$ cat src/rtl/mem_pkg.sv
// rtl/mem_pkg.sv - shared memory command encodings and arbiter FSM state type
package mem_pkg;

   localparam logic [1:0] MNONE  = 2'b00;
   localparam logic [1:0] MREAD  = 2'b01;
   localparam logic [1:0] MWRITE = 2'b10;

   typedef enum logic [1:0] {
      IDLE   = 2'b00,
      ISSUE  = 2'b01,
      RDWAIT = 2'b10
   } arb_state_e;

   // Only reads and writes ever reach the RAM; anything else is swallowed.
   function automatic logic is_legal_cmd(input logic [1:0] cmd);
      return (cmd == MREAD) || (cmd == MWRITE);
   endfunction

endpackage

$ cat src/rtl/arb_pick2.sv
// rtl/arb_pick2.sv - two-port winner selection (MEM_ARBITER_FIXED_PRIO_EN: port 0 always wins ties)
module arb_pick2 (
   input  logic       req0,
   input  logic       req1,
   input  logic       last_grant,
   output logic [1:0] gnt
);

   // One-hot pick; a tie goes to the port not granted last unless priority is fixed.
   always_comb begin
      gnt = 2'b00;
      if (req0 && req1) begin
`ifdef MEM_ARBITER_FIXED_PRIO_EN
         gnt = 2'b01;
`else
         gnt = last_grant ? 2'b01 : 2'b10;
`endif
      end else if (req0) begin
         gnt = 2'b01;
      end else if (req1) begin
         gnt = 2'b10;
      end
   end

endmodule

$ cat src/rtl/mem_arbiter.sv
// rtl/mem_arbiter.sv - two-requester single-RAM arbiter (MEM_ARBITER_FIXED_PRIO_EN selects fixed priority)
module mem_arbiter
   import mem_pkg::*;
#(
   parameter int DW = 16,
   parameter int AW = 9
) (
   input  logic          clk,
   input  logic          reset,
   input  logic          req_0,
   input  logic [1:0]    cmd_0,
   input  logic [AW-1:0] addr_0,
   input  logic [DW-1:0] wdata_0,
   input  logic          req_1,
   input  logic [1:0]    cmd_1,
   input  logic [AW-1:0] addr_1,
   input  logic [DW-1:0] wdata_1,
   output logic          gnt_0,
   output logic [DW-1:0] rdata_0,
   output logic          rvalid_0,
   output logic          gnt_1,
   output logic [DW-1:0] rdata_1,
   output logic          rvalid_1,
   output logic [1:0]    mem_cmd,
   output logic [AW-1:0] mem_addr,
   output logic [DW-1:0] mem_wdata,
   input  logic [DW-1:0] mem_rdata
);

   arb_state_e    state_q, state_d;
   logic          owner_q, owner_d;
   logic          last_grant_q, last_grant_d;
   logic [1:0]    gnt_q, gnt_d;
   logic [1:0]    rvalid_q, rvalid_d;
   logic [DW-1:0] rdata0_q, rdata0_d;
   logic [DW-1:0] rdata1_q, rdata1_d;
   logic [1:0]    mem_cmd_q, mem_cmd_d;
   logic [AW-1:0] mem_addr_q, mem_addr_d;
   logic [DW-1:0] mem_wdata_q, mem_wdata_d;

   logic [1:0]    pick;
   logic [1:0]    win_cmd;

   arb_pick2 u_pick (
      .req0       (req_0),
      .req1       (req_1),
      .last_grant (last_grant_q),
      .gnt        (pick)
   );

   assign win_cmd = pick[1] ? cmd_1 : cmd_0;

   // Next state and registered outputs; requests are only looked at in IDLE.
   always_comb begin
      state_d      = state_q;
      owner_d      = owner_q;
      last_grant_d = last_grant_q;
      gnt_d        = 2'b00;
      rvalid_d     = 2'b00;
      rdata0_d     = rdata0_q;
      rdata1_d     = rdata1_q;
      mem_cmd_d    = MNONE;
      mem_addr_d   = mem_addr_q;
      mem_wdata_d  = mem_wdata_q;
      case (state_q)
         IDLE: begin
            if (pick != 2'b00) begin
               owner_d      = pick[1];
               last_grant_d = pick[1];
               gnt_d        = pick;
               mem_cmd_d    = is_legal_cmd(win_cmd) ? win_cmd : MNONE;
               mem_addr_d   = pick[1] ? addr_1 : addr_0;
               mem_wdata_d  = pick[1] ? wdata_1 : wdata_0;
               state_d      = ISSUE;
            end
         end
         ISSUE: begin
            state_d = (mem_cmd_q == MREAD) ? RDWAIT : IDLE;
         end
         RDWAIT: begin
            if (owner_q) begin
               rdata1_d = mem_rdata;
               rvalid_d = 2'b10;
            end else begin
               rdata0_d = mem_rdata;
               rvalid_d = 2'b01;
            end
            state_d = IDLE;
         end
         default: state_d = IDLE;
      endcase
   end

   // State and output registers; reset abandons any in-flight transaction.
   always_ff @(posedge clk or posedge reset) begin
      if (reset) begin
         state_q      <= IDLE;
         owner_q      <= 1'b0;
         last_grant_q <= 1'b1;
         gnt_q        <= 2'b00;
         rvalid_q     <= 2'b00;
         rdata0_q     <= '0;
         rdata1_q     <= '0;
         mem_cmd_q    <= MNONE;
         mem_addr_q   <= '0;
         mem_wdata_q  <= '0;
      end else begin
         state_q      <= state_d;
         owner_q      <= owner_d;
         last_grant_q <= last_grant_d;
         gnt_q        <= gnt_d;
         rvalid_q     <= rvalid_d;
         rdata0_q     <= rdata0_d;
         rdata1_q     <= rdata1_d;
         mem_cmd_q    <= mem_cmd_d;
         mem_addr_q   <= mem_addr_d;
         mem_wdata_q  <= mem_wdata_d;
      end
   end

   assign gnt_0     = gnt_q[0];
   assign gnt_1     = gnt_q[1];
   assign rvalid_0  = rvalid_q[0];
   assign rvalid_1  = rvalid_q[1];
   assign rdata_0   = rdata0_q;
   assign rdata_1   = rdata1_q;
   assign mem_cmd   = mem_cmd_q;
   assign mem_addr  = mem_addr_q;
   assign mem_wdata = mem_wdata_q;

endmodule

$ cat config.mk
export PLATFORM = sky130hd
export DESIGN_NAME = mem_arbiter
export DESIGN_NICKNAME = d
export VERILOG_FILES = /design/src/rtl/mem_pkg.sv /design/src/rtl/arb_pick2.sv /design/src/rtl/mem_arbiter.sv
export SDC_FILE = /design/constraint.sdc
export NUM_CORES = 1
export LEC_CHECK = 0
export CAP_MARGIN = 20
export CORE_ASPECT_RATIO = 1.75
export CORE_MARGIN = 2
export CORE_UTILIZATION = 30
export DETAILED_ROUTE_END_ITERATION = 10
export SLEW_MARGIN = 0
export SYNTH_ARGS = -nofsm -noshare
export SYNTH_HDL_FRONTEND = slang
export SYNTH_SLANG_ARGS = --single-unit
export TNS_END_PERCENT = 10
$ cat constraint.sdc
create_clock -name clk -period 7.2 [get_ports clk]
set_input_delay 2.16 -clock clk [delete_from_list [all_inputs] [get_ports clk]]
set_output_delay 2.16 -clock clk [all_outputs]
set_load 0.02 [all_outputs]
# ---- After elaboration in Yosys (flattened, before gate mapping)
# Index checks and enable logic that the tools add are counted.
dict set report word_totals {
  output_inout_bits 63
  input_bits 74
  regBits 67
  wordCells 41
}
dict set report op_classes {
  n_reduce_logical 7
  n_bitwise 1
  eq_ne 6
  muxes 17
}
# cell n
set ops {}
lappend ops {{2-to-1 mux 2 bit} 14}
lappend ops {{2-to-1 mux 16 bit} 1}
lappend ops {{2-to-1 mux 9 bit} 1}
lappend ops {{equality test 2 x 1 -> 1 bit (second input constant)} 3}
lappend ops {{AND reduction 2 bit} 3}
lappend ops {{equality test 2 bit (second input constant)} 2}
lappend ops {{case mux 2 bit (2 select lines)} 1}
lappend ops {{logical NOT 2 bit} 1}
lappend ops {{!= test 2 bit (second input constant)} 1}
lappend ops {{nonzero test 2 bit} 1}
lappend ops {{logical AND 1 bit} 1}
lappend ops {{logical OR 1 bit} 1}
lappend ops {{NOT 1 bit} 1}

# ---- Depth between registers and ports, before layout
dict set report depth {
  ltp_word 9
  depth_mapped 6
  mapped_depth_nobuf 4
}

# ---- Modules after synthesis
# Synthesis repeated with hierarchy kept, for this count alone.
dict set report unflattened {
  cells_unflattened 180
  hier_area_um2 2822.7
}
# mod seq_area_each_um2 area_each_um2 n_inst cells_each
set by_module_without_submodules {}
lappend by_module_without_submodules {mem_arbiter 1677.9 2803.9 1 177}
lappend by_module_without_submodules {arb_pick2 0.0 18.8 1 3}

# ---- Worst setup path after synthesis
# OpenSTA, ideal clock, no wires.
dict set report synth_timing {
  kind {input to register}
  start {input port req_1}
  end {register mem_addr_q[0] (netlist: mem_addr[0])}
  slack_ns 4.174
  arrival_time_ns 2.944
  setup_time_ns 0.082
  required_ns 7.118
  path_buffers 2
  cell_stages 6
  cell_sequence {or2_1 buf_2 nand2_2 inv_2 buf_2 a31oi_1}
}
dict set report synth_between {
  elab_chain_cells 5
  word_cells_on_any_way 7
  cone_classes {mux: 4; reduce/logical: 3}
}
# item line_no
set synth_lines {}
lappend synth_lines {{start: declaration} mem_arbiter.sv:14} ;# input logic req_1,
lappend synth_lines {{2-to-1 mux 2 bit} arb_pick2.sv:20} ;# end else if (req1) begin
lappend synth_lines {{2-to-1 mux 2 bit} arb_pick2.sv:18} ;# end else if (req0) begin
lappend synth_lines {{2-to-1 mux 2 bit *} arb_pick2.sv:12} ;# if (req0 && req1) begin
lappend synth_lines {{nonzero test 2 bit} mem_arbiter.sv:67} ;# if (pick != 2'b00) begin
lappend synth_lines {{AND reduction 2 bit (no line)} n/a}
lappend synth_lines {{end signal: assignment} mem_arbiter.sv:116} ;# mem_addr_q <= mem_addr_d;
lappend synth_lines {{end: declaration} mem_arbiter.sv:38} ;# logic [AW-1:0] mem_addr_q, mem_addr_d;
# Mark *: on every way between the ends. The rest lies on a longest branch, timed or not.
# A chain may end at the register's enable or synchronous reset.

# ---- Worst setup path in the final report
dict set report layout_timing {
  start {input port req_0}
  end {register mem_wdata_q[4] (netlist: mem_wdata[4])}
}
dict set report layout_between {
  elab_chain_cells 4
  word_cells_on_any_way 6
  cone_classes {mux: 3; reduce/logical: 3}
}
# item line_no
set layout_lines {}
lappend layout_lines {{start: declaration} mem_arbiter.sv:10} ;# input logic req_0,
lappend layout_lines {{2-to-1 mux 2 bit or logical AND 1 bit (tied branches)} {arb_pick2.sv:18, arb_pick2.sv:12}}
lappend layout_lines {{2-to-1 mux 2 bit *} arb_pick2.sv:12}
lappend layout_lines {{nonzero test 2 bit} mem_arbiter.sv:67}
lappend layout_lines {{AND reduction 2 bit (no line)} n/a}
lappend layout_lines {{end signal: assignment} mem_arbiter.sv:117} ;# mem_wdata_q <= mem_wdata_d;
lappend layout_lines {{end: declaration} mem_arbiter.sv:39} ;# logic [DW-1:0] mem_wdata_q, mem_wdata_d;
# Marks and branches as above.

==> metrics list <==
* Number of buffer cells added on primary ports: 136
- CTS Buf Count: 9
* Number of violations reported at the end of detailed-routing iteration 0: 83
- Crit-path max cell delay: 0.74 ns
* Worst-skew pair later-pin latency: 0.32 ns
* Number of flops mapped to enable cells by yosys: 0
- Hold repair after CTS inserted 0 buffers.
* Floorplan Core Area: 9036 µm²
* Root buffer selected by CTS: clkbuf_16
- Number of sinks handled by clock tree synthesis: 67
- Total number of cells along the worst setup path: 5
- Share of cells above drive strength 1: 0.1587
- Synthesized-area fraction occupied by xor and xnor cells: 0
- The Yosys step of the flow raised 0 warnings.
- Die H: 131.0 µm
- The initial antenna violation count was 0.
- Routed wire length per instance: 15.10 µm
- Final HPWL from detailed placement: 5394 µm
- Non-filler instance count after layout: 498
- Largest net degree at the start of global routing: 68
- The worst path meets setup with 3.200 ns of slack.
- Along the worst hold path, the cell count comes to 1.
- OpenSTA, run right after detailed placement, puts the worst setup slack at 2.829 ns.
- Setup repair after global routing left no endpoint under its margin.
- Leakage power summed over all cells: 1.919 nW
- Mean number of vias per cell: 4.631
- Setup violations remaining at the end of the flow were counted as 0.
- Adder and majority gate portion of the synthesized area: 0
- Final hold analysis gives a worst-case slack of 0.5003 ns.
- dfrtp_1 is the most common cell in the netlist.
- Horizontal die dimension: 76.58 µm
* Vias in the first global route: 2458
- Of the total synthesized cell area, the portion taken by AND, OR, NAND and NOR gates is 0.1032.
- Dominant combinational cell family by area after synthesis: multiplexers
- Timing would allow up to 250.0 MHz.
* Maximum fanout count along the critical path: 26
* Largest cells by area after synthesis: dfrtp_1 (60%), mux2_2 (13%), nand2_1 (6.9%)
* Placed Cells incl. Taps: 482
- Summed over all failing endpoints, the final setup total negative slack is 0 ns.
- Number of cells on the worst reg-to-reg path: 4
* Final Routed Wirelength: 7520 µm
- Reg2reg end: mem_wdata[4]$_DFFE_PP0P_
* Predominant post-synthesis flop cell: dfrtp_1
- Total Die Area: 10030 µm²
* Clock tree from TritonCTS: yes
- Summed over all instances, the cell type with the most area after synthesis is dfrtp_1.
- Final count of hold timing violations: 0
* Family of cells with the greatest summed delay on the critical path: buffers and inverters
- Total power per unit cell area: 378.7 nW/µm²
* Post-synthesis sequential area ratio: 0.6068
- Summing all non-filler instances in the final layout gives an area of 4568 µm².
* Share of the synthesized area in the top cell type: 0.5973
* Area growth from synthesis to layout: 65.20%
- Total of flip-flops plus latches after synthesis: 67
- The number of antenna diodes in the final layout is 0.
- Placed instance area: 4239 µm²
- Maximum capacitance violations: 0
* Sort of element at the end of the critical path: register
- Clock Pin Slew Worst Setup and Hold Paths: 0.05 ns
* Antenna-violating nets left: 0
- Count of buffers added by post-CTS timing repair for setup: 0
- Required time of the worst setup path: 7.37 ns
- In this run the core area contains 46 standard-cell rows.
* Post-cts resize count: 0
- Total congestion overflow: 0
- Number of buffers and inverters on the critical path: 2
- In the global route stage, overall resource usage came out at 0.1575.
- DR pass1 iterations: 6
* Fraction of synthesized area in multiplexers: 0.1303
- Synth Instances: 238
- The cell area that synthesis handed to floorplanning was 2765 µm².
- Slew @ Worst Pin: 0.9239 ns
* Async set or reset register ratio after synthesis: 1.000
- Final-stage net count: 447
- Max Clock Skew: 0.004547 ns
* Hold WC Path Type: register to register
- The worst hold path terminates at rdata_1[7]$_DFFE_PP0P_.
- At the worst endpoint, the arrival time is 4.17 ns.
- The worst-case IR drop observed on VDD is 0.0001586 V.
* Clock period minus final worst setup slack: 4.000 ns
- The worst setup path is of the input pin to register kind.
* Clock buffer depth: 2
- In the finished design, the share of the clock period the worst path needs comes to 0.5555.
- Synthesized-area fraction occupied by ao, oa, aoi and oai cells: 0.1217
* Count of unique library cells instantiated by Yosys: 22
* Slack of the worst reg-to-reg path: 5.41 ns
- Drt drc: 0
- Effective utilization at floorplan: 0.3060
- # IOs: 137
* Ranking of synthesized cells by instance count: dfrtp_1 (66), nand2_1 (51), mux2_2 (32), a21oi_1 (29), a31oi_1 (26)
* Startpoint types: input pin
* Routed via count: 2306
- When the netlist entered floorplanning its net count stood at 312.
- Outcome: finished clean
- The worst pin sits at a relative slew slack of 0.3841.
- Traced cell by cell, the critical path runs through clkdlybuf4s50_1 > or2_1 > nand2_2 > inv_2 > a31oi_1.
* Htree depth: 3
- Final number of max-transition violations: 0
- Standard cell with the maximum stage delay on the critical path: or2_1
- The first global-routing pass estimated 12300 µm of wire.
* Final estimated routing congestion in global placement: 0.7286
- Startpoint of the lowest-slack hold path: rdata_1[7]$_DFFE_PP0P_
- Reg-to-reg critical path startpoint: state_q[0]$_DFFE_PP0P_
- Syn Area/Cell: 11.62 µm²
[power by group]
part | total [mW] | switching (mW) | internal, mW
Combinational | 0.670 | 0.321 | 0.348
Clock | 0.476 | 0.155 | 0.321
Sequential | 0.584 | 0.0732 | 0.511
Total | 1.73 | 0.550 | 1.18
[per-layer routing]
| metal | part of all wire | vias up | global-route usage |
|---|---|---|---|
| met5 | 0 | - | 0 |
| met4 | 0.015 | 0 | 0.06096 |
| met3 | 0.053 | 9 | 0.03709 |
| met2 | 0.54 | 92 | 0.2811 |
| met1 | 0.39 | 1100 | 0.1837 |
| li1 | - | 1105 | - |
[worst reg2reg max path, stage by stage, from the launching register on]
cell	delay (ns)
dfrtp_1	0.44
nor2_2	0.49
nand2_2	0.15
inv_2	0.38
a31oi_1	0.17
[stage by stage]
step | power (mW) | utilization
CTS | 1.756 | 0.5055
finish | 1.730 | 0.5055
global placement | 1.248 | 0.4644
detailed placement | 1.271 | 0.4691
global route | 1.820 | 0.5055
floorplan | 0.9139 | -
[registers in the layout, summed over array words and instances, names as in the netlist]
register and cells:
mem_addr 9, mem_cmd 2, state_q 2, gnt_q 2, rdata_1 16, rvalid_q 2
mem_wdata 16, last_grant_q 1, owner_q 1, rdata_0 16
[cells by family after synthesis]
family | after synthesis
flops | 67
compound gates | 58
buf+inv | 19
mux | 32
simple gates | 62
[worst max path at each step]
stage / startpoint / slack, ns / end
after detailed placement: req_0 / 2.83 / mem_wdata[0]$_DFFE_PP0P_
after global placement: req_0 / 2.89 / mem_wdata[8]$_DFFE_PP0P_
after CTS: req_0 / 3.16 / mem_wdata[4]$_DFFE_PP0P_
after global routing: req_0 / 2.98 / mem_wdata[4]$_DFFE_PP0P_
after floorplan: reset / 3.36 / gnt_q[0]$_DFF_PP0_
final: req_0 / 3.20 / mem_wdata[4]$_DFFE_PP0P_
[area by class of cell]
type | instances | area [µm²]
clock buffer | 12 | 256.5
clock inverter | 4 | 72.57
fill | 840 | 4468
inverter | 4 | 15.01
multi-input combinational | 152 | 984.7
sequential | 67 | 1678
tap | 120 | 150.1
timing repair buffer | 139 | 1411
[cells in the final DEF (no fill, tap or decap), types with 2 or more instances in the layout]
master,n
nand2_1,51
bufinv_16,2
a21oi_1,29
dfrtp_1,66
inv_1,2
a31oi_1,26
mux2_2,32
inv_2,2
clkdlybuf4s50_1,136
nand3b_1,4
clkbuf_8,2
clkbuf_16,9
No activity file was read; power rests on OpenSTA's default activity.
